`config.mk`:
```
export PLATFORM = sky130hd
export DESIGN_NAME = axi_master_cmd_arbiter
export DESIGN_NICKNAME = d
export VERILOG_FILES = /design/src/rtl/axi_master_cmd_arbiter.sv
export SDC_FILE = /design/constraint.sdc
export NUM_CORES = 1
export LEC_CHECK = 0
export BUFFER_PORTS_ARGS = -buffer_cell sky130_fd_sc_hd__buf_4
export CORE_AREA = 5 5 170 172
export CTS_BUF_LIST = sky130_fd_sc_hd__clkbuf_16
export CTS_CLUSTER_DIAMETER = 150
export DETAILED_ROUTE_END_ITERATION = 16
export DIE_AREA = 0 0 175 177
export GPL_ROUTABILITY_DRIVEN = 0
export SYNTH_ARGS = -nofsm -noshare
export SYNTH_HDL_FRONTEND = slang
export SYNTH_SLANG_ARGS = --single-unit
```
`constraint.sdc`:
```
create_clock -name clk -period 5.8 [get_ports clk]
set_clock_uncertainty 0.15 [all_clocks]
set_input_delay 0.29 -clock clk [delete_from_list [all_inputs] [get_ports clk]]
set_output_delay 0.29 -clock clk [all_outputs]
set_load 0.005 [all_outputs]
```
`src/rtl/axi_master_cmd_arbiter.sv`:
```
// Round-robin arbiter that shares one AXI master command port between NUM_REQ requesters,
// issuing one burst at a time and returning a per-requester completion or watchdog timeout.
module axi_master_cmd_arbiter #(
    parameter int NUM_REQ        = 4,
    parameter int TIMEOUT_CYCLES = 1024
) (
    input  logic                   clk,
    input  logic                   rst,
    input  logic [NUM_REQ-1:0]     req_valid,
    output logic [NUM_REQ-1:0]     req_ready,
    input  logic [NUM_REQ-1:0]     req_write,
    input  logic [32*NUM_REQ-1:0]  req_addr,
    input  logic [32*NUM_REQ-1:0]  req_wdata,
    input  logic [8*NUM_REQ-1:0]   req_len,
    input  logic [3*NUM_REQ-1:0]   req_size,
    input  logic [2*NUM_REQ-1:0]   req_burst,
    output logic [NUM_REQ-1:0]     rsp_valid,
    output logic                   rsp_error,
    output logic                   rsp_timeout,
    output logic                   start_write,
    output logic                   start_read,
    output logic [31:0]            base_write_addr,
    output logic [31:0]            base_read_addr,
    output logic [31:0]            write_data,
    output logic [7:0]             burst_len,
    output logic [2:0]             burst_size,
    output logic [1:0]             burst_type,
    input  logic                   m_done,
    input  logic                   m_error,
    output logic                   busy,
    output logic [2:0]             grant_id
);

    localparam int CW = $clog2(TIMEOUT_CYCLES + 1);
    localparam logic [1:0] IDLE  = 2'd0;
    localparam logic [1:0] ISSUE = 2'd1;
    localparam logic [1:0] WAIT  = 2'd2;
    localparam logic [1:0] DRAIN = 2'd3;
    localparam logic [NUM_REQ-1:0] ONE = {{(NUM_REQ-1){1'b0}}, 1'b1};
    localparam logic [3:0] NR = 4'(NUM_REQ);
    localparam logic [CW-1:0] TERM = CW'(TIMEOUT_CYCLES - 1);

    logic [1:0]    state;
    logic [2:0]    last;
    logic [CW-1:0] wd_cnt;
    logic [2:0]    grant;
    logic          found;
    logic [3:0]    sum;
    logic [2:0]    cand;
    logic          handshake;
    logic          sel_write;
    logic [31:0]   sel_addr;
    logic [31:0]   sel_wdata;
    logic [7:0]    sel_len;
    logic [2:0]    sel_size;
    logic [1:0]    sel_burst;

    // Search starts just after the last owner so the most recent completer ranks lowest.
    always_comb begin
        grant = '0;
        found = 1'b0;
        sum   = '0;
        cand  = '0;
        for (int k = 1; k <= NUM_REQ; k++) begin
            sum = {1'b0, last} + 4'(k);
            if (sum >= NR) sum = sum - NR;
            cand = sum[2:0];
            if (!found && |(req_valid & (ONE << cand))) begin
                found = 1'b1;
                grant = cand;
            end
        end
    end

    // Ready is withheld during the response cycle so re-grant happens one cycle later.
    assign req_ready = (state == IDLE && rsp_valid == '0 && found) ? (ONE << grant) : '0;
    assign handshake = |(req_valid & req_ready);

    assign sel_write = |(req_write & (ONE << grant));
    assign sel_addr  = 32'(req_addr  >> {grant, 5'b0});
    assign sel_wdata = 32'(req_wdata >> {grant, 5'b0});
    assign sel_len   = 8'(req_len    >> {grant, 3'b0});
    assign sel_size  = 3'(req_size   >> (5'(grant) * 5'd3));
    assign sel_burst = 2'(req_burst  >> {grant, 1'b0});

    // The master bus registers double as the command latch; loading them on the
    // handshake edge puts the start pulse and stable parameters in the ISSUE cycle.
    always_ff @(posedge clk) begin
        if (rst) begin
            state           <= IDLE;
            last            <= 3'(NUM_REQ - 1);
            wd_cnt          <= '0;
            grant_id        <= '0;
            busy            <= 1'b0;
            start_write     <= 1'b0;
            start_read      <= 1'b0;
            rsp_valid       <= '0;
            rsp_error       <= 1'b0;
            rsp_timeout     <= 1'b0;
            base_write_addr <= '0;
            base_read_addr  <= '0;
            write_data      <= '0;
            burst_len       <= '0;
            burst_size      <= '0;
            burst_type      <= '0;
        end else begin
            start_write <= 1'b0;
            start_read  <= 1'b0;
            rsp_valid   <= '0;
            rsp_error   <= 1'b0;
            rsp_timeout <= 1'b0;
            case (state)
                IDLE: begin
                    if (handshake) begin
                        grant_id    <= grant;
                        busy        <= 1'b1;
                        start_write <= sel_write;
                        start_read  <= !sel_write;
                        if (sel_write) base_write_addr <= sel_addr;
                        else           base_read_addr  <= sel_addr;
                        write_data  <= sel_wdata;
                        burst_len   <= sel_len;
                        burst_size  <= sel_size;
                        burst_type  <= sel_burst;
                        state       <= ISSUE;
                    end
                end
                ISSUE: begin
                    wd_cnt <= '0;
                    state  <= WAIT;
                end
                WAIT: begin
                    if (m_done) begin
                        rsp_valid <= ONE << grant_id;
                        rsp_error <= m_error;
                        last      <= grant_id;
                        busy      <= 1'b0;
                        state     <= IDLE;
                    end else if (wd_cnt == TERM) begin
                        rsp_valid   <= ONE << grant_id;
                        rsp_error   <= 1'b1;
                        rsp_timeout <= 1'b1;
                        last        <= grant_id;
                        state       <= DRAIN;
                    end else begin
                        wd_cnt <= wd_cnt + 1'b1;
                    end
                end
                DRAIN: begin
                    // The late done of a timed-out burst is swallowed without a response.
                    if (m_done) begin
                        busy  <= 1'b0;
                        state <= IDLE;
                    end
                end
                default: state <= IDLE;
            endcase
        end
    end

endmodule

```
==> flow_summary.json <==
{
  "outcome": "finished clean",
  "synth_top_area_share_pct": 33.7,
  "dp_hpwl_mm": 24.5,
  "fmax_mhz": 216,
  "hold_path.class": "primary input to flip-flop",
  "worstHoldStart": "req_wdata[40]",
  "yosysSeqAreaShare_pct": 33.7,
  "die_w_um": 175,
  "setup_viol": 0,
  "syn_area_per_cell_um2": 8.58,
  "crit_buf_inv": 1,
  "synth_area_leaders": "dfxtp_1 (34%), mux2i_1 (14%), nand2b_1 (5.2%)",
  "path_class": "flip-flop to flip-flop",
  "p_clk_share_pct": 17.9,
  "cts_buffer_depth": 2,
  "critPathMostFrequentCell": "ha_1",
  "critPathSlowestCell": "or4_2",
  "ff2ff_setup_slack_ns": 1.16,
  "cts_inserted_buffers": 17,
  "root_buffer": "clkbuf_16",
  "fp-row-count": 61,
  "die_h_um": 177,
  "synth_top_area_cell": "dfxtp_1",
  "cp-end-kind": "flip-flop",
  "cp_cell_sequence": "ha_1 -> ha_1 -> and4_1 -> o21ai_1 -> nor2_1 -> a22oi_2 -> buf_4 -> and3_1 -> a211oi_1 -> or4_2 -> mux2i_1",
  "gr-total-overflow": 0,
  "ys_ff_latch": 137,
  "slowest_delay_ns": 1.15,
  "reg2reg_to": "base_write_addr[23]$_SDFFE_PP0P_",
  "cts_tree": "yes",
  "path_delay_family": "simple AND/OR/NAND/NOR gates",
  "grt_pass1_vias": 8679,
  "grt_pass1_wl_mm": 50.0,
  "area_growth_syn_to_layout_pct": 50.9,
  "avgViaCountPerCell": 5.17,
  "synthArstFlopShare_pct": 0,
  "grt_max_degree": 123,
  "route.detailed.drc": 0,
  "postPlaceCellArea_um2": 11700,
  "fin_crit_ns": 4.64,
  "path_clk_slew_ns": 0.07,
  "via_count": 8747,
  "worstSetupStartpointType": "flip-flop",
  "max_slew_margin_pct": 28.1,
  "combPwrFrac_pct": 58.2,
  "nets": 1661,
  "diodes": 0,
  "drtAntennaViolNets": 0,
  "syn_area_um2": 8130,
  "dieArea_um2": 31000,
  "seqPwrFrac_pct": 23.9,
  "crit_required_ns": 5.90,
  "firstDrtPassIters": 6,
  "antenna_found_initial": 0,
  "track_usage_pct": 20.4,
  "synth_nets": 1275,
  "ios": 445,
  "synthFlopType": "dfxtp_1",
  "layout-drive-gt1-share_pct": 39.7,
  "arrival_ns": 4.74,
  "synth_cell_type_count": 54,
  "finalCritPeriodShare_pct": 80.0,
  "synth_warnings": 0,
  "rsz0062_at_grt": "false",
  "nFillCells": 2725,
  "synth_edf_count": 0,
  "power.switching_uw": 2610,
  "hold_viol": 0,
  "portBuffers": 444,
  "final_area_um2": 12300,
  "fin_setup_tns_ns": 0,
  "core-area_um2": 27300,
  "p_sw_share_pct": 42.2,
  "cts_max_level": 4,
  "cts_sinks": 137,
  "worstHoldPathCells": 4,
  "timing.rr.start": "last[0]$_SDFFE_PP1P_",
  "r2r_cells": 11,
  "wl_per_cell_um": 19.5,
  "cap_violations": 0,
  "p_int_uw": 3570,
  "clkLatencyLatePin_ns": 0.41,
  "finalMaxSlewViolations": 0,
  "p_per_area_nw_per_um2": 504,
  "whs_endpoint": "write_data[8]$_SDFFE_PP0P_",
  "start_util_pct": 29.7,
  "post-synth-top-count-cell": "dfxtp_1",
  "ir_worst_vdd_v": 0.000499,
  "p_leak_uw": 0.00553,
  "netlist_instances": 947,
  "worst_pin_slew_ns": 1.08,
  "drt_iter0_drc": 665,
  "ys_top_cells_by_count": "dfxtp_1 (137), mux2i_1 (113), nand3_1 (71)",
  "routed_wl_mm": 33.0,
  "cp_max_fo": 80
}
-- state kept, by name, summed over array words and instances, names as in the netlist, 2 cells and up --
| name | cells |
|---|---|
| rsp_valid | 4 |
| burst_type | 2 |
| base_write_addr | 32 |
| burst_size | 3 |
| state | 2 |
| last | 3 |
| base_read_addr | 32 |
| write_data | 32 |
| grant_id | 3 |
| burst_len | 8 |
| wd_cnt | 11 |
-- through the flow --
| stage | cells | power [uW] | utilization, % | worst slack [ns] | hold WS, ns |
|---|---|---|---|---|---|
| global route | 1692 | 6660 | 44.9 | 0.850 | 0.176 |
| CTS | 1692 | 6260 | 44.9 | 1.17 | 0.148 |
| detailed placement | 1658 | 5110 | 42.7 | 1.18 | 0.299 |
| finish | 1692 | 6180 | 44.9 | 1.16 | 0.169 |
| global placement | 1658 | 5080 | 42.7 | 1.27 | 0.294 |
| floorplan | 947 | 3790 | - | 2.42 | 0.217 |
-- layer usage --
layer | global-route usage, % | share of wire (%) | up-vias
met4 | 6.15 | 2.4 | 0
li1 | - | - | 4253
met5 | 0 | 0 | -
met3 | 5.13 | 5.8 | 41
met2 | 34.4 | 50 | 297
met1 | 25.7 | 41 | 4156
-- power by group through the flow --
stage	Sequential [uW]	Clock, uW	Combinational (uW)
floorplan	1490	0	2300
finish	1480	1100	3600
global placement	1490	0	3590
CTS	1480	1150	3630
detailed placement	1490	0	3620
global route	1520	1190	3950
-- kinds of logic (layout without fill, tap and decap cells) --
| family | count (synthesis) | count (layout) | share of synthesized area, % |
|---|---|---|---|
| xor gates and xnor gates | 4 | 4 | 0.431 |
| muxes | 145 | 145 | 18.3 |
| and+or+nand+nor | 305 | 305 | 19.8 |
| buffers and inverters | 97 | 496 | 4.97 |
| DFF | 137 | 137 | 33.7 |
| adders and majority gates | 8 | 8 | 1.23 |
| AOI/OAI and AO/OA | 251 | 251 | 21.5 |
-- how the worst max path moves through the flow --
stage | cells after the start | startpoint | to | slack (ns)
3_5_place_dp | 11 | last[0]$_SDFFE_PP1P_ | base_write_addr[14]$_SDFFE_PP0P_ | 1.18
6_report | 11 | last[0]$_SDFFE_PP1P_ | base_write_addr[23]$_SDFFE_PP0P_ | 1.16
5_1_grt | 11 | last[0]$_SDFFE_PP1P_ | base_write_addr[16]$_SDFFE_PP0P_ | 0.85
3_3_place_gp | 11 | last[0]$_SDFFE_PP1P_ | base_write_addr[18]$_SDFFE_PP0P_ | 1.27
2_1_floorplan | 12 | last[0]$_SDFFE_PP1P_ | base_write_addr[10]$_SDFFE_PP0P_ | 2.42
4_1_cts | 11 | last[0]$_SDFFE_PP1P_ | base_write_addr[14]$_SDFFE_PP0P_ | 1.17
-- timing repair --
item / 4_1_cts / 5_1_grt
buffers inserted: 0 / 0
hold buffers: 2 / 0
hold endpoints to repair: 2 / 0
resized for setup: 0 / 0
-- placed cells by master, fill, tap and decap left out, drive strengths merged, types with 3 or more instances in the layout --
cell / n
dfxtp: 137
a211o: 48
nand3: 71
nor2: 30
buf: 456
or2: 3
ha: 8
nor3: 5
a22o: 3
inv: 13
o211ai: 35
nand2: 59
a211oi: 48
and3: 49
o22ai: 3
xnor2: 3
o21ai: 37
clkbuf: 17
nand2b: 68
a21oi: 57
mux2i: 113
mux2: 32
a22oi: 5
clkinv: 5
nor3b: 5
-- worst register-to-register path, delay by kind of cell, from the launching register on --
kind	cells	cell delay, ns
buffers and inverters	1	0.68
adder cells (fa/ha/maj)	2	0.47
AO/OA/AOI/OAI	3	0.56
AND/OR/NAND/NOR	4	1.81
flip-flops	1	0.52
multiplexers	1	0.30
-- layout make-up --
cell class | instances | area (um2) | share of cell area, %
multi-input combinational | 713 | 5010 | 40.9
timing repair buffer | 458 | 3470 | 28.3
sequential | 137 | 2740 | 22.4
tap | 346 | 433 | 3.53
clock buffer | 17 | 425 | 3.47
clock inverter | 15 | 163 | 1.33
inverter | 6 | 22.5 | 0.184
Note: power is estimated with default switching activity, not from simulation.
